[config.mk]
export PLATFORM = sky130hd
export DESIGN_NAME = pipe_hazard_ctrl_flat
export DESIGN_NICKNAME = d
export VERILOG_FILES = /design/src/rtl/mips_pipe_pkg.sv /design/src/rtl/pipe_hazard_ctrl_if.sv /design/src/rtl/mem_wait_fsm.sv /design/src/rtl/pipe_hazard_ctrl.sv /design/src/flat_wrapper.sv
export SDC_FILE = /design/constraint.sdc
export NUM_CORES = 1
export LEC_CHECK = 0
export ABC_AREA = 1
export ABC_CLOCK_PERIOD_IN_PS = 1600
export BUFFER_PORTS_ARGS = -buffer_cell sky130_fd_sc_hd__buf_2
export CAP_MARGIN = 20
export CORE_MARGIN = 5
export CORE_UTILIZATION = 47
export CTS_CLUSTER_SIZE = 8
export DETAILED_ROUTE_END_ITERATION = 7
export GPL_TIMING_DRIVEN = 0
export PLACE_DENSITY_LB_ADDON = 0.12
export SETUP_SLACK_MARGIN = 0.2
export SLEW_MARGIN = 15
export SYNTH_ARGS = -nofsm -noshare
export SYNTH_HDL_FRONTEND = slang
export SYNTH_HIERARCHICAL = 1
export SYNTH_SLANG_ARGS = --single-unit
[constraint.sdc]
create_clock -name clk -period 1.6 [get_ports clk]
set_input_delay 0.32 -clock clk [delete_from_list [all_inputs] [get_ports clk]]
set_output_delay 0.32 -clock clk [all_outputs]
set_load 0.005 [all_outputs]
[src/rtl/mips_pipe_pkg.sv]
// Shared encodings for the MIPS pipeline hazard controller.
// Forwarding selects, memory-handshake FSM states and default widths.
package mips_pipe_pkg;

  localparam int unsigned REG_AW_DEF = 5;

  localparam logic [1:0] FWD_RF = 2'b00;
  localparam logic [1:0] FWD_M  = 2'b10;
  localparam logic [1:0] FWD_W  = 2'b01;

  typedef enum logic [1:0] {
    I_IDLE    = 2'b00,
    I_WAIT    = 2'b01,
    I_DISCARD = 2'b10
  } inst_state_e;

  typedef enum logic {
    D_IDLE = 1'b0,
    D_WAIT = 1'b1
  } data_state_e;

  // M wins over W when both stages write the same register.
  function automatic logic [1:0] fwd_sel(input logic hit_m, input logic hit_w);
    return hit_m ? FWD_M : (hit_w ? FWD_W : FWD_RF);
  endfunction

endpackage

[src/rtl/pipe_hazard_ctrl_if.sv]
// Pipeline-side signals of the hazard controller: stage registers, handshakes,
// and the forward/stall/flush controls returned to the datapath.
interface pipe_hazard_ctrl_if
  import mips_pipe_pkg::*;
#(
  parameter int unsigned REG_AW = REG_AW_DEF
);
  logic [REG_AW-1:0] rsD, rtD, rsE, rtE, writeregE, writeregM, writeregW;
  logic branchD, regwriteE, memtoregE, div_stallE;
  logic regwriteM, memtoregM, regwriteW, write_hiloM, write_hiloW;
  logic redirectM, excM;
  logic inst_req, inst_data_ok, data_req, data_data_ok;
  logic       forwardaD, forwardbD;
  logic [1:0] forwardaE, forwardbE, forward_hiloE;
  logic stallF, stallD, stallE, stallM, stallW;
  logic flushF, flushD, flushE, flushM, flushW;
  logic inst_discard;

  modport slave (
    input  rsD, rtD, rsE, rtE, writeregE, writeregM, writeregW,
    input  branchD, regwriteE, memtoregE, div_stallE,
    input  regwriteM, memtoregM, regwriteW, write_hiloM, write_hiloW,
    input  redirectM, excM, inst_req, inst_data_ok, data_req, data_data_ok,
    output forwardaD, forwardbD, forwardaE, forwardbE, forward_hiloE,
    output stallF, stallD, stallE, stallM, stallW,
    output flushF, flushD, flushE, flushM, flushW, inst_discard
  );

  modport master (
    output rsD, rtD, rsE, rtE, writeregE, writeregM, writeregW,
    output branchD, regwriteE, memtoregE, div_stallE,
    output regwriteM, memtoregM, regwriteW, write_hiloM, write_hiloW,
    output redirectM, excM, inst_req, inst_data_ok, data_req, data_data_ok,
    input  forwardaD, forwardbD, forwardaE, forwardbE, forward_hiloE,
    input  stallF, stallD, stallE, stallM, stallW,
    input  flushF, flushD, flushE, flushM, flushW, inst_discard
  );
endinterface

[src/rtl/mem_wait_fsm.sv]
// Tracks one outstanding memory request; with DISCARD_EN it remembers that the
// in-flight response belongs to a squashed fetch and must be dropped.
module mem_wait_fsm
  import mips_pipe_pkg::*;
#(
  parameter bit DISCARD_EN = 1'b1
) (
  input  logic        clk,
  input  logic        rst,
  input  logic        i_req,
  input  logic        i_data_ok,
  input  logic        i_abort,
  output inst_state_e o_state
);

  inst_state_e r_state;

  always_ff @(posedge clk) begin
    if (rst) begin
      r_state <= I_IDLE;
    end else begin
      unique case (r_state)
        I_IDLE:    if (i_req && !i_data_ok) r_state <= I_WAIT;
        I_WAIT: begin
          if (i_data_ok)                   r_state <= I_IDLE;
          else if (DISCARD_EN && i_abort)  r_state <= I_DISCARD;
        end
        I_DISCARD: if (i_data_ok) r_state <= I_IDLE;
        default:   r_state <= I_IDLE;
      endcase
    end
  end

  assign o_state = r_state;

endmodule

[src/rtl/pipe_hazard_ctrl.sv]
// Hazard, stall and flush controller for the 5-stage pipeline, including
// memory handshake waits, fetch discard after redirects and a stall counter.
module pipe_hazard_ctrl
  import mips_pipe_pkg::*;
#(
  parameter int unsigned REG_AW = REG_AW_DEF,
  parameter int unsigned CNT_W  = 32
) (
  input  logic               clk,
  input  logic               rst,
  pipe_hazard_ctrl_if.slave  bus,
  output logic [CNT_W-1:0]   stall_cycles
);

  logic        w_nz_rsd, w_nz_rtd, w_nz_rse, w_nz_rte, w_nz_wre, w_nz_wrm;
  logic        w_lwstall, w_brstall, w_iwait, w_dwait, w_abort;
  inst_state_e w_i_state, w_d_state;
  logic [CNT_W-1:0] r_stall_cycles;

  assign w_nz_rsd = bus.rsD != REG_AW'(0);
  assign w_nz_rtd = bus.rtD != REG_AW'(0);
  assign w_nz_rse = bus.rsE != REG_AW'(0);
  assign w_nz_rte = bus.rtE != REG_AW'(0);
  assign w_nz_wre = bus.writeregE != REG_AW'(0);
  assign w_nz_wrm = bus.writeregM != REG_AW'(0);

  assign bus.forwardaE = fwd_sel(w_nz_rse && bus.regwriteM && bus.writeregM == bus.rsE,
                                 w_nz_rse && bus.regwriteW && bus.writeregW == bus.rsE);
  assign bus.forwardbE = fwd_sel(w_nz_rte && bus.regwriteM && bus.writeregM == bus.rtE,
                                 w_nz_rte && bus.regwriteW && bus.writeregW == bus.rtE);
  assign bus.forward_hiloE = fwd_sel(bus.write_hiloM, bus.write_hiloW);
  assign bus.forwardaD = w_nz_rsd && bus.regwriteM && bus.writeregM == bus.rsD;
  assign bus.forwardbD = w_nz_rtd && bus.regwriteM && bus.writeregM == bus.rtD;

  assign w_lwstall = bus.memtoregE && w_nz_rte &&
                     (bus.rtE == bus.rsD || bus.rtE == bus.rtD);
  assign w_brstall = bus.branchD &&
      ((bus.regwriteE && w_nz_wre && (bus.writeregE == bus.rsD || bus.writeregE == bus.rtD)) ||
       (bus.memtoregM && w_nz_wrm && (bus.writeregM == bus.rsD || bus.writeregM == bus.rtD)));

  // A data wait freezes M, so a redirect/exception there is not yet acted on.
  assign w_dwait = (w_d_state == I_WAIT) && !bus.data_data_ok;
  assign w_abort = (bus.redirectM || bus.excM) && !w_dwait;
  assign w_iwait = ((w_i_state == I_WAIT) && !bus.inst_data_ok) || (w_i_state == I_DISCARD);
  assign bus.inst_discard = !rst && bus.inst_data_ok &&
      ((w_i_state == I_DISCARD) || ((w_i_state == I_WAIT) && w_abort));

  mem_wait_fsm #(.DISCARD_EN(1'b1)) u_inst_fsm (
    .clk       (clk),
    .rst       (rst),
    .i_req     (bus.inst_req),
    .i_data_ok (bus.inst_data_ok),
    .i_abort   (w_abort),
    .o_state   (w_i_state)
  );

  mem_wait_fsm #(.DISCARD_EN(1'b0)) u_data_fsm (
    .clk       (clk),
    .rst       (rst),
    .i_req     (bus.data_req),
    .i_data_ok (bus.data_data_ok),
    .i_abort   (1'b0),
    .o_state   (w_d_state)
  );

  always_comb begin
    {bus.stallF, bus.stallD, bus.stallE, bus.stallM, bus.stallW} = '0;
    {bus.flushF, bus.flushD, bus.flushE, bus.flushM, bus.flushW} = '0;
    if (rst) begin
      {bus.flushF, bus.flushD, bus.flushE, bus.flushM, bus.flushW} = '1;
    end else if (w_dwait) begin
      {bus.stallF, bus.stallD, bus.stallE, bus.stallM} = '1;
      bus.flushW = 1'b1;
    end else if (bus.excM) begin
      {bus.flushF, bus.flushD, bus.flushE, bus.flushM, bus.flushW} = '1;
    end else if (bus.redirectM) begin
      {bus.flushF, bus.flushD, bus.flushE} = '1;
    end else begin
      if (bus.div_stallE) begin
        {bus.stallF, bus.stallD, bus.stallE} = '1;
        bus.flushM = 1'b1;
      end else if (w_lwstall || w_brstall) begin
        {bus.stallF, bus.stallD} = '1;
        bus.flushE = 1'b1;
      end
      // A fetch bubble goes into D unless D itself is being held.
      if (w_iwait) begin
        bus.stallF = 1'b1;
        bus.flushD = !bus.stallD;
      end
    end
  end

  always_ff @(posedge clk) begin
    if (rst) begin
      r_stall_cycles <= '0;
    end else if (bus.stallF && !(&r_stall_cycles)) begin
      r_stall_cycles <= r_stall_cycles + CNT_W'(1);
    end
  end

  assign stall_cycles = r_stall_cycles;

endmodule
[src/flat_wrapper.sv]
// flat-port wrapper written by rule: the top's interface ports become plain ports
module pipe_hazard_ctrl_flat import mips_pipe_pkg::*;
#(
  parameter int unsigned REG_AW = REG_AW_DEF,
  parameter int unsigned CNT_W  = 32
)
  (clk, rst, stall_cycles, bus_rsD, bus_rtD, bus_rsE, bus_rtE, bus_writeregE, bus_writeregM, bus_writeregW, bus_branchD, bus_regwriteE, bus_memtoregE, bus_div_stallE, bus_regwriteM, bus_memtoregM, bus_regwriteW, bus_write_hiloM, bus_write_hiloW, bus_redirectM, bus_excM, bus_inst_req, bus_inst_data_ok, bus_data_req, bus_data_data_ok, bus_forwardaD, bus_forwardbD, bus_forwardaE, bus_forwardbE, bus_forward_hiloE, bus_stallF, bus_stallD, bus_stallE, bus_stallM, bus_stallW, bus_flushF, bus_flushD, bus_flushE, bus_flushM, bus_flushW, bus_inst_discard);
  pipe_hazard_ctrl_if #(.REG_AW(REG_AW)) bus_i ();
  input  logic clk;
  input  logic rst;
  output logic [CNT_W-1:0] stall_cycles;
  input wire logic [$bits(bus_i.rsD)-1:0] bus_rsD;
  input wire logic [$bits(bus_i.rtD)-1:0] bus_rtD;
  input wire logic [$bits(bus_i.rsE)-1:0] bus_rsE;
  input wire logic [$bits(bus_i.rtE)-1:0] bus_rtE;
  input wire logic [$bits(bus_i.writeregE)-1:0] bus_writeregE;
  input wire logic [$bits(bus_i.writeregM)-1:0] bus_writeregM;
  input wire logic [$bits(bus_i.writeregW)-1:0] bus_writeregW;
  input wire logic [$bits(bus_i.branchD)-1:0] bus_branchD;
  input wire logic [$bits(bus_i.regwriteE)-1:0] bus_regwriteE;
  input wire logic [$bits(bus_i.memtoregE)-1:0] bus_memtoregE;
  input wire logic [$bits(bus_i.div_stallE)-1:0] bus_div_stallE;
  input wire logic [$bits(bus_i.regwriteM)-1:0] bus_regwriteM;
  input wire logic [$bits(bus_i.memtoregM)-1:0] bus_memtoregM;
  input wire logic [$bits(bus_i.regwriteW)-1:0] bus_regwriteW;
  input wire logic [$bits(bus_i.write_hiloM)-1:0] bus_write_hiloM;
  input wire logic [$bits(bus_i.write_hiloW)-1:0] bus_write_hiloW;
  input wire logic [$bits(bus_i.redirectM)-1:0] bus_redirectM;
  input wire logic [$bits(bus_i.excM)-1:0] bus_excM;
  input wire logic [$bits(bus_i.inst_req)-1:0] bus_inst_req;
  input wire logic [$bits(bus_i.inst_data_ok)-1:0] bus_inst_data_ok;
  input wire logic [$bits(bus_i.data_req)-1:0] bus_data_req;
  input wire logic [$bits(bus_i.data_data_ok)-1:0] bus_data_data_ok;
  output wire logic [$bits(bus_i.forwardaD)-1:0] bus_forwardaD;
  output wire logic [$bits(bus_i.forwardbD)-1:0] bus_forwardbD;
  output wire logic [$bits(bus_i.forwardaE)-1:0] bus_forwardaE;
  output wire logic [$bits(bus_i.forwardbE)-1:0] bus_forwardbE;
  output wire logic [$bits(bus_i.forward_hiloE)-1:0] bus_forward_hiloE;
  output wire logic [$bits(bus_i.stallF)-1:0] bus_stallF;
  output wire logic [$bits(bus_i.stallD)-1:0] bus_stallD;
  output wire logic [$bits(bus_i.stallE)-1:0] bus_stallE;
  output wire logic [$bits(bus_i.stallM)-1:0] bus_stallM;
  output wire logic [$bits(bus_i.stallW)-1:0] bus_stallW;
  output wire logic [$bits(bus_i.flushF)-1:0] bus_flushF;
  output wire logic [$bits(bus_i.flushD)-1:0] bus_flushD;
  output wire logic [$bits(bus_i.flushE)-1:0] bus_flushE;
  output wire logic [$bits(bus_i.flushM)-1:0] bus_flushM;
  output wire logic [$bits(bus_i.flushW)-1:0] bus_flushW;
  output wire logic [$bits(bus_i.inst_discard)-1:0] bus_inst_discard;
  assign bus_i.rsD = bus_rsD;
  assign bus_i.rtD = bus_rtD;
  assign bus_i.rsE = bus_rsE;
  assign bus_i.rtE = bus_rtE;
  assign bus_i.writeregE = bus_writeregE;
  assign bus_i.writeregM = bus_writeregM;
  assign bus_i.writeregW = bus_writeregW;
  assign bus_i.branchD = bus_branchD;
  assign bus_i.regwriteE = bus_regwriteE;
  assign bus_i.memtoregE = bus_memtoregE;
  assign bus_i.div_stallE = bus_div_stallE;
  assign bus_i.regwriteM = bus_regwriteM;
  assign bus_i.memtoregM = bus_memtoregM;
  assign bus_i.regwriteW = bus_regwriteW;
  assign bus_i.write_hiloM = bus_write_hiloM;
  assign bus_i.write_hiloW = bus_write_hiloW;
  assign bus_i.redirectM = bus_redirectM;
  assign bus_i.excM = bus_excM;
  assign bus_i.inst_req = bus_inst_req;
  assign bus_i.inst_data_ok = bus_inst_data_ok;
  assign bus_i.data_req = bus_data_req;
  assign bus_i.data_data_ok = bus_data_data_ok;
  assign bus_forwardaD = bus_i.forwardaD;
  assign bus_forwardbD = bus_i.forwardbD;
  assign bus_forwardaE = bus_i.forwardaE;
  assign bus_forwardbE = bus_i.forwardbE;
  assign bus_forward_hiloE = bus_i.forward_hiloE;
  assign bus_stallF = bus_i.stallF;
  assign bus_stallD = bus_i.stallD;
  assign bus_stallE = bus_i.stallE;
  assign bus_stallM = bus_i.stallM;
  assign bus_stallW = bus_i.stallW;
  assign bus_flushF = bus_i.flushF;
  assign bus_flushD = bus_i.flushD;
  assign bus_flushE = bus_i.flushE;
  assign bus_flushM = bus_i.flushM;
  assign bus_flushW = bus_i.flushW;
  assign bus_inst_discard = bus_i.inst_discard;
  pipe_hazard_ctrl #(.REG_AW(REG_AW), .CNT_W(CNT_W)) u_core (.clk(clk), .rst(rst), .bus(bus_i), .stall_cycles(stall_cycles));
endmodule
==> results_dict.tcl, run 1 <==
set metrics [dict create \
    final-hold-violation-count 0 \
    die-area_mm2 0.00846 \
    num_vias 4421 \
    row_count 29 \
    layout.cells.most_common_list "122 x nand2_1, 79 x buf_2, 52 x buf_4" \
    worstMarginPinSlew_ns 0.591 \
    postLayoutCellArea_mm2 0.00549 \
    grt_max_degree 11 \
    first_global_vias 3803 \
    worst-r2r-cell-count 10 \
    dr.pass1.iters 6 \
    total_power_mw 2.30 \
    synth-seq-area-share 0.222 \
    post_cts_hold_buffer_count 0 \
    cts-buffers-inserted 5 \
    synth_nets 572 \
    worst_ir_drop_vdd_mv 0.279 \
    port_buffers 97 \
    synth.ff_latch_count 35 \
    layout.nets 744 \
    drive_above_1_share 0.539 \
    outcome "finished with violations" \
    overflow 0 \
    worstSetupEndpointType "flip-flop" \
    start_util 0.489 \
    multiInputGateArea_mm2 0.00274 \
    critical_path.reg2reg.endpoint "u_core/stall_cycles[1]" \
    final_critical_path_setup_slack_ns -0.329 \
    violations "negative setup slack" \
    hold_end "u_core/u_inst_fsm/o_state[1]" \
    drc 0 \
    chipWidth_um 92.0 \
    synthToLayoutAreaGrowth_pct 74.0 \
    dpl.hpwl_mm 8.12 \
    routabilityCongestion 0.952 \
    antennaDiodeCount 0 \
    wire_per_inst_um 17.5 \
    synthDominantCellAreaShare 0.222 \
    path_max_fanout 6 \
    final_max_slew_viol_count 0 \
    power-per-cell-area_mw_per_mm2 419 \
    mappedNetlistArea_mm2 0.00316 \
    fin_skew_ns 0.00698 \
    crit_path_arrival_time_ns 2.13 \
    routed_via_density 5.75 \
    ys_warn_count 6 \
    finalSetupViolCount 43 \
    cts_tree "built" \
    global_route_wire_length_before_repair_mm 18.7 \
    clockBufferDepth 2 \
    clk_latency_worst_skew_pair_ns 0.29 \
    fill_count 382 \
    initialDrtViolationCount 517 \
    unrepaired_setup_endpoints_after_global_routing "yes" \
    detailed_place.area_mm2 0.00383 \
    yosysTopAreaCell "dfxtp_1" \
    final_total_negative_setup_slack_ns -8.94 \
    critical_path.reg2reg.startpoint "u_core/stall_cycles[25]" \
    core_area_mm2 0.00646 \
    die_height_um 92.0 \
    number_of_antenna_violations_at_the_first_check_in_global_routing 0 \
    commonest_non_fill_non_tap_cell_in_the_layout "nand2_1" \
    root_buffer "clkbuf_8" \
    ff_latch_area_um2 752 \
    min_path_cells 2 \
    netlist_instances 519 \
    max-slew-margin-rel 0.606 \
    data_required_critical_path_ns 1.80 \
    clk_pin_slew_worst_paths_ns 0.08 \
    worstHoldPathType "in2reg" \
    wl_mm 13.5 \
    timing.reg2reg.setup_slack_ns -0.33 \
    track_usage 0.268 \
    timing_worst_setup_path_type "reg2reg" \
    final_period_minus_worst_setup_slack_ns 1.93 \
    clock_sinks 35 \
    ctsHtreeMaxLevel 2 \
    timing.final.crit_share 1.21 \
    startpoint_type "flip-flop" \
    fmax_mhz 519 \
    ys_types 37 \
    post_synth_main_area_contributors "dfxtp_1 22%, nand2_1 19%, xor2_1 9.4%, nand3_1 7.1%, inv_1 6.3%" \
    pin_count 103 \
    avg_inst_size_synth_um2 6.08 \
    maxCapViolCount 0 \
    hold_path.startpoint "rst" \
    final_ant_viol_nets 0 \
    p_leak_nw 2.58 \
]
flip-flops by register name, indices dropped and copies added, names as in the netlist:
signal                     cells
u_core/u_inst_fsm/o_state      2
u_core/u_data_fsm/o_state      1
u_core/stall_cycles           32
cells in the mapped netlist (all sizes together):
master	number
xnor2	20
o22ai	1
nor4b	1
a31oi	1
or2	2
clkbuf	2
xor2	34
nor3	20
conb	2
inv	55
nand3	46
a221oi	2
dfxtp	35
nor4	11
o2111ai	2
a21oi	37
nand2	160
ha	1
buf	19
clkinv	1
nand4	9
a311oi	2
o211ai	2
nor2	48
nor3b	1
o21ai	5
where the power goes:
group          internal, mW  switching (mW)  total [mW]
clock                 0.394           0.333       0.726
sequential            0.861         0.00571       0.867
combinational         0.340           0.367       0.707
worst max-delay path: stages (launching register included):
cell and delay [ns]:
dfxtp_4 0.38, nand2_1 0.06, inv_1 0.07, nand3_2 0.11, nor4_4 0.38, nand4_4 0.23
nand2_8 0.18, buf_6 0.11, buf_6 0.11, nand2_1 0.06, a21oi_1 0.15
metal layers:
metal | vias up | track usage | routed length, um
met5 | - | 0 | 0
met4 | 0 | 0.0718 | 432
met3 | 52 | 0.0499 | 1230
met2 | 267 | 0.420 | 6440
met1 | 2077 | 0.378 | 5380
li1 | 2025 | - | -
metrics by stage:
step | util | worst slack (ns) | cells | hold WS [ns]
after floorplan | - | -0.0903 | 519 | 0.382
after global placement | 0.594 | -0.486 | 693 | 0.464
after detailed placement | 0.594 | -0.537 | 693 | 0.480
after CTS | 0.754 | -0.253 | 753 | 0.220
after global routing | 0.851 | -0.443 | 769 | 0.226
final | 0.851 | -0.329 | 769 | 0.218
worst max path at each step:
stage                                 startpoint                      to  depth (start not counted)  slack (ns)
global placement                bus_data_data_ok              bus_stallF                         10       -0.49
detailed placement              bus_data_data_ok              bus_stallF                         10       -0.54
CTS                 u_core/u_data_fsm/o_state[0]              bus_stallF                         10       -0.25
floorplan                u_core/stall_cycles[11]  u_core/stall_cycles[8]                          8       -0.09
finish                   u_core/stall_cycles[25]  u_core/stall_cycles[1]                         10       -0.33
global route                    bus_writeregE[2]  u_core/stall_cycles[1]                         20       -0.44
area by class of cell:
cell class | count | share of cell area
Buffer | 21 | 0.0389
Clock buffer | 8 | 0.0182
Inverter | 56 | 0.0506
Multi-Input combinational cell | 407 | 0.499
Sequential cell | 35 | 0.137
Tap cell | 77 | 0.0175
Timing Repair Buffer | 165 | 0.239
logic make-up (layout without fill, tap and decap cells):
logic type | after synthesis | in the layout | share of synthesized area
flip-flops | 35 | 35 | 0.222
buffers and inverters | 77 | 250 | 0.108
adder cells (fa/ha/maj) | 1 | 1 | 0.00396
XOR/XNOR | 54 | 54 | 0.150
AND/OR/NAND/NOR | 298 | 298 | 0.420
other | 2 | 2 | 0.00238
AO/OA/AOI/OAI | 52 | 52 | 0.0943
timing repair:
item / 4_1_cts / 5_1_grt
pin swaps: 53 / 82
buffers inserted: 46 / 15
cloned: 6 / 1
endpoints found under the setup margin: 48 / 49
gates resized for setup: 165 / 140
(Power assumes the default switching activity.)
==> run 2: changes to the inputs <==
Settings changed: ABC_CLOCK_PERIOD_IN_PS 1600 to 1690.
Clock period 1.6 ns to 1.69 ns, I/O delays scaled along.
==> run 2 against run 1 <==
  * The flow still finishes with violations (negative setup slack)
  * Largest cell class unchanged
  * Clock skew rose by 0.0075 ns
  * Non-clock buffer count shrank 6
  * Largest power group unchanged
  * Global-route usage grew 1.7 points
  * Combinational power down 11%
  * Sequential share of layout area shrank 0.21 points
  * Sequential cell count did not move
  * Total power is 10% lower
==> results_dict.tcl, run 2 (synthesis results as in run 1) <==
set metrics [dict create \
    outcome "finished with violations" \
    violations "negative setup slack" \
    die_height_um 92.0 \
    clock_sinks 35 \
    critical_path.reg2reg.startpoint "u_core/stall_cycles[19]" \
    startpoint_type "flip-flop" \
    combPwrFrac 0.305 \
    worst_ir_drop_vdd_mv 0.302 \
    critical_path.max_stage_delay_ns 0.43 \
    power-per-cell-area_mw_per_mm2 376 \
    worst-r2r-cell-count 8 \
    final-instance-count-excl-fill 763 \
    fmax_mhz 493 \
    synthToLayoutAreaGrowth_pct 73.8 \
    global_route_wire_length_before_repair_mm 19.5 \
    port_buffers 97 \
    cts_tree "built" \
    worstSetupStartpoint "u_core/stall_cycles[19]" \
    final-hold-violation-count 0 \
    setup.worst_path.end "u_core/stall_cycles[28]" \
    max-slew-margin-rel 0.539 \
    worstMarginPinSlew_ns 0.692 \
    wl_mm 13.2 \
    critical_path_cell_sequence "nand2_2, nor3_2, nand2_1, nor4_1, nand3_1, xor2_1, nand3_2, a21oi_2" \
    routabilityCongestion 0.948 \
    final.hold.worst_slack_ns 0.231 \
    worstHoldPathType "in2reg" \
    final_ant_viol_nets 0 \
    timing.final.crit_share 1.20 \
    clockBufferDepth 2 \
    data_required_critical_path_ns 1.92 \
    drc 0 \
    fin_skew_ns 0.0145 \
    dpl.hpwl_mm 8.19 \
    wire_per_inst_um 17.3 \
    ff_latch_area_um2 739 \
    dr.pass1.iters 5 \
    crit_path_arrival_time_ns 2.26 \
    multiInputGateArea_mm2 0.00282 \
    unrepaired_setup_endpoints_after_global_routing "yes" \
    place.detailed.instances 693 \
    layout.cells.most_common_list "112 x nand2_1, 76 x buf_2, 51 x buf_4" \
    share_seq_of_total_power 0.400 \
    final_max_slew_viol_count 0 \
    start_util 0.489 \
    switching_share 0.317 \
    number_of_antenna_violations_at_the_first_check_in_global_routing 0 \
    overflow 0 \
    p_leak_nw 2.54 \
    grt_max_degree 11 \
    final_period_minus_worst_setup_slack_ns 2.03 \
    fill_count 424 \
    pin_count 103 \
    slowest_cell_on_the_critical_path "dfxtp_1" \
    first_global_vias 3917 \
    clk_latency_worst_skew_pair_ns 0.30 \
    timing.reg2reg.setup_slack_ns -0.34 \
    largest_register_ffs 32 \
    worstSetupEndpointType "flip-flop" \
    power.clock.fraction 0.295 \
    die-area_mm2 0.00846 \
    track_usage 0.285 \
    finalSetupViolCount 43 \
    path_max_fanout 5 \
    core_area_mm2 0.00646 \
    routed_via_density 5.62 \
    final_critical_path_setup_slack_ns -0.339 \
    chipWidth_um 92.0 \
    ctsHtreeMaxLevel 2 \
    layout.nets 738 \
    commonest_non_fill_non_tap_cell_in_the_layout "nand2_1" \
    maxCapViolCount 0 \
    initialDrtViolationCount 414 \
    critical_path.reg2reg.endpoint "u_core/stall_cycles[28]" \
    p_int_mw 1.41 \
    cts-buffers-inserted 5 \
    antennaDiodeCount 0 \
    timing_worst_setup_path_type "reg2reg" \
    clk_pin_slew_worst_paths_ns 0.07 \
    drive_above_1_share 0.538 \
    root_buffer "clkbuf_8" \
    total_power_mw 2.06 \
    num_vias 4289 \
    row_count 29 \
    power.switching_mw 0.654 \
]
run 2: changes by cell type in the layout (fill, tap and decap cells not counted), sizes merged:
| cell | change |
|---|---|
| clkinv | -2 |
| clkbuf | -2 |
| inv | +3 |
| buf | -5 |
run 2: routing by layer:
metal | GRT usage | vias to the layer above | wire [um] | part of all wire
met3 | 0.0573 | 34 | 1110 | 0.084
met5 | 0 | - | 0 | 0
met2 | 0.460 | 238 | 6300 | 0.48
met4 | 0.0693 | 0 | 278 | 0.021
li1 | - | 2013 | - | -
met1 | 0.392 | 2004 | 5540 | 0.42
run 2: timing repair:
action,4_1_cts,5_1_grt
endpoints found under the hold margin,0,0
gates cloned,6,0
setup endpoints to repair,47,48
buffers inserted,44,12
hold buffers,0,0
resized for setup,198,109
pin swaps,55,60
run 2: how the worst min path moves through the flow:
stage | to | cells after the start | startpoint | slack, ns
5_1_grt | u_core/u_inst_fsm/o_state[1] | 2 | rst | 0.24
3_3_place_gp | u_core/u_data_fsm/o_state[0] | 2 | u_core/u_data_fsm/o_state[0] | 0.46
3_5_place_dp | u_core/stall_cycles[31] | 2 | u_core/stall_cycles[31] | 0.47
4_1_cts | u_core/u_inst_fsm/o_state[1] | 2 | rst | 0.24
2_1_floorplan | u_core/u_inst_fsm/o_state[1] | 1 | rst | 0.40
6_report | u_core/u_inst_fsm/o_state[1] | 2 | rst | 0.23
run 2: power by group through the flow:
stage	sequential [mW]	clock, mW	combinational [mW]
2_1_floorplan	0.850	0	0.234
3_3_place_gp	0.851	0	0.390
3_5_place_dp	0.852	0	0.397
4_1_cts	0.825	0.605	0.526
5_1_grt	0.825	0.645	0.677
6_report	0.825	0.609	0.629
run 2: through the flow:
| step | setup TNS [ns] | cell area (um^2) | setup WS, ns | util |
|---|---|---|---|---|
| after detailed placement | -13.12 | 3830 | -0.455 | 0.593 |
| after floorplan | -0.000432 | 3250 | -0.000270 | - |
| final | -7.44 | 5490 | -0.339 | 0.849 |
| after global routing | -12.75 | 5490 | -0.424 | 0.849 |
| after CTS | -4.22 | 4990 | -0.144 | 0.773 |
| after global placement | -11.95 | 3830 | -0.439 | 0.593 |
run 2: worst max-delay path, delay by kind of cell (launching register included):
family           cells  cell delay [ns]
AND/OR/NAND/NOR      6             1.13
XOR/XNOR             1             0.28
AO/OA/AOI/OAI        1             0.13
flip-flops           1             0.43
run 2: final cells by class:
cell class | instances | share of cell area
buffer | 21 | 0.0404
timing repair buffer | 159 | 0.234
tap | 77 | 0.0176
inverter | 56 | 0.0452
multi-input combinational | 407 | 0.513
sequential | 35 | 0.135
clock inverter | 1 | 0.000912
clock buffer | 7 | 0.0139
==> run 3: changes to the inputs <==
Settings changed: ABC_AREA 1 to unset, CORE_UTILIZATION 47 to 45.
==> run 3 against run 2 <==
  * The flow still finishes with violations (negative setup slack)
  * Critical path depth is the same
  * Via count shrank 23%
  * Synthesized cell count shrank 35%
  * Hold slack gained 0.017 ns
  * Register-to-register slack lost 0.17 ns
  * First-iteration DRC count shrank 43%
  * Area after synthesis shrank 13%
==> results_dict.tcl, run 3 <==
set metrics [dict create \
    place.detailed.instances 501 \
    synthToLayoutAreaGrowth_pct 67.9 \
    largest_register_ffs 32 \
    crit_path_arrival_time_ns 1.97 \
    overflow 0 \
    commonest_non_fill_non_tap_cell_in_the_layout "buf_2" \
    finalSetupViolCount 43 \
    final_util 0.777 \
    clk_pin_slew_worst_paths_ns 0.08 \
    clk_latency_worst_skew_pair_ns 0.29 \
    layout.cells.most_common_list "79 x buf_2, 37 x buf_4, 29 x dfxtp_1" \
    critical_path_cell_sequence "buf_8, or4_4, o211ai_1, a21o_1, a31oi_4, buf_6, or2_4, buf_6" \
    layout.nets 535 \
    drc 0 \
    wl_mm 10.2 \
    critical_path.max_stage_delay_ns 0.51 \
    routed_via_density 5.94 \
    data_required_critical_path_ns 1.35 \
    track_usage 0.247 \
    ys_top_cells_by_count "36 x xnor2_1, 35 x dfxtp_1, 23 x nand3_1" \
    synth_nets 388 \
    final_period_minus_worst_setup_slack_ns 2.31 \
    min_path_cells 2 \
    post-place-ws_ns -0.887 \
    worstSetupEndpointType "output port" \
    num_vias 3317 \
    worstHoldPathType "in2reg" \
    dpl.hpwl_mm 6.29 \
    yosys_most_used_dff "dfxtp_1" \
    unrepaired_setup_endpoints_after_global_routing "yes" \
    final_total_negative_setup_slack_ns -20.03 \
    fin_skew_ns 0.0122 \
    synth-async-reset-ratio 0 \
    multiInputGateArea_mm2 0.00236 \
    final_ant_viol_nets 0 \
    timing_worst_setup_path_type "in2out" \
    hold_end "u_core/u_inst_fsm/o_state[1]" \
    final_critical_path_setup_slack_ns -0.622 \
    pin_count 103 \
    yosysTopAreaCell "dfxtp_1" \
    maxCapViolCount 0 \
    core_area_mm2 0.00592 \
    wire_per_inst_um 18.2 \
    critical_path.reg2reg.endpoint "u_core/stall_cycles[27]" \
    violations "negative setup slack" \
    ys_types 56 \
    final_max_slew_viol_count 0 \
    clockBufferDepth 2 \
    critical_path.reg2reg.startpoint "u_core/stall_cycles[10]" \
    timing.reg2reg.setup_slack_ns -0.51 \
    avg_inst_size_synth_um2 8.18 \
    start_util 0.463 \
    worstMarginPinSlew_ns 0.701 \
    drive_above_1_share 0.547 \
    grt_max_degree 12 \
    cts-buffers-inserted 5 \
    cts_tree "built" \
    synth-seq-area-share 0.256 \
    ff_latch_area_um2 713 \
    chipWidth_um 88.0 \
    postLayoutCellArea_mm2 0.00460 \
    ctsHtreeMaxLevel 2 \
    number_of_antenna_violations_at_the_first_check_in_global_routing 0 \
    clock_sinks 35 \
    initialDrtViolationCount 238 \
    mappedNetlistArea_mm2 0.00274 \
    power-per-cell-area_mw_per_mm2 440 \
    timing.final.crit_share 1.37 \
    synthMostInstantiatedCell "xnor2_1" \
    worst-r2r-cell-count 8 \
    row_count 28 \
    routabilityCongestion 0.832 \
    dr.pass1.iters 4 \
    antennaDiodeCount 0 \
    final-instance-count-excl-fill 558 \
    p_leak_nw 1.89 \
    path_max_fanout 3 \
    startpoint_type "input pin" \
    worst_ir_drop_vdd_mv 0.385 \
    post_cts_hold_buffer_count 0 \
    synthDominantCellAreaShare 0.256 \
    root_buffer "clkbuf_8" \
    netlist_instances 335 \
    synth.ff_latch_count 35 \
    slowest_cell_on_the_critical_path "or4_4" \
    detailed_place.area_mm2 0.00341 \
    post_synth_main_area_contributors "dfxtp_1 26%, xnor2_1 12%, xor2_1 5.1%, or4_1 4.9%, nand3_1 4.2%" \
    max-slew-margin-rel 0.532 \
    global_route_wire_length_before_repair_mm 15.4 \
    outcome "finished with violations" \
    synth_enable_flop_cells 0 \
    crit_top_cell "buf_6" \
    die_height_um 88.0 \
    port_buffers 91 \
    fmax_mhz 432 \
    final-hold-violation-count 0 \
    ys_warn_count 6 \
    fill_count 399 \
    die-area_mm2 0.00775 \
    first_global_vias 3200 \
    hold_path.startpoint "bus_inst_data_ok" \
]
==> run 3: changes by cell type after synthesis, moves of 12 or more <==
cell	previous run	this run
a21oi_1	35	20
inv_1	53	5
nand2_1	158	14
nand3_1	45	23
nor2_1	46	17
nor3_1	18	6
o31ai_1	0	12
or4_1	0	18
xnor2_1	20	36
xor2_1	34	16
==> run 3: worst max-delay path by stage <==
stage	from	endpoint	slack [ns]	depth (start not counted)
floorplan	bus_writeregM[1]	u_core/stall_cycles[5]	-0.50	10
global placement	bus_writeregE[1]	u_core/stall_cycles[5]	-0.88	9
detailed placement	bus_writeregE[1]	u_core/stall_cycles[5]	-0.89	9
CTS	bus_writeregM[1]	bus_flushD	-0.53	8
global route	bus_writeregM[1]	u_core/stall_cycles[8]	-0.67	12
finish	bus_writeregM[1]	bus_stallF	-0.62	8
==> run 3: what timing repair did <==
action                     in CTS  in global routing
setup buffers                  31                 14
setup endpoints to repair      48                 48
gates cloned                    4                  0
pin swaps                      38                 41
resized for setup              92                 65
==> run 3: kinds of logic (layout without fill, tap and decap cells) <==
logic type | Yosys count | in the layout | share of synthesized area
and+or+nand+nor | 138 | 138 | 0.312
AOI/OAI and AO/OA | 74 | 74 | 0.188
xor gates and xnor gates | 52 | 52 | 0.166
DFF | 35 | 35 | 0.256
buffers and inverters | 30 | 178 | 0.0589
muxes | 3 | 3 | 0.0119
other | 2 | 2 | 0.00274
adders and majority gates | 1 | 1 | 0.00457
==> run 3: area by class of cell <==
| cell class | count | area share |
|---|---|---|
| multi-input cells | 270 | 0.513 |
| repair buffers | 140 | 0.233 |
| flip-flops and latches | 35 | 0.155 |
| plain buffers | 25 | 0.0560 |
| well taps | 75 | 0.0204 |
| clock buffers | 6 | 0.0158 |
| inverters | 5 | 0.00408 |
| clock inverters | 2 | 0.00272 |
==> run 3: layer usage <==
metal	track usage	vias up	wire length, um	share of wire
li1	-	1539	-	-
met4	0.0783	0	186	0.018
met1	0.310	1621	4110	0.41
met2	0.421	133	5200	0.51
met3	0.0536	24	653	0.064
met5	0	-	0	0
==> run 3: report_power, final <==
part	switching, mW	internal, mW
sequential	0.00618	0.827
combinational	0.278	0.310
clock	0.312	0.288
==> run 3: worst max-delay path: cells and delay by family <==
family                 cells  cell delay, ns
AO/OA/AOI/OAI              3            0.55
AND/OR/NAND/NOR            2            0.73
buffers and inverters      3            0.36
==> run 3: per-stage QoR <==
stage	total power [mW]	hold slack, ns
global placement	1.24	0.453
floorplan	1.10	0.407
CTS	1.95	0.249
finish	2.02	0.249
global route	2.11	0.248
detailed placement	1.25	0.459
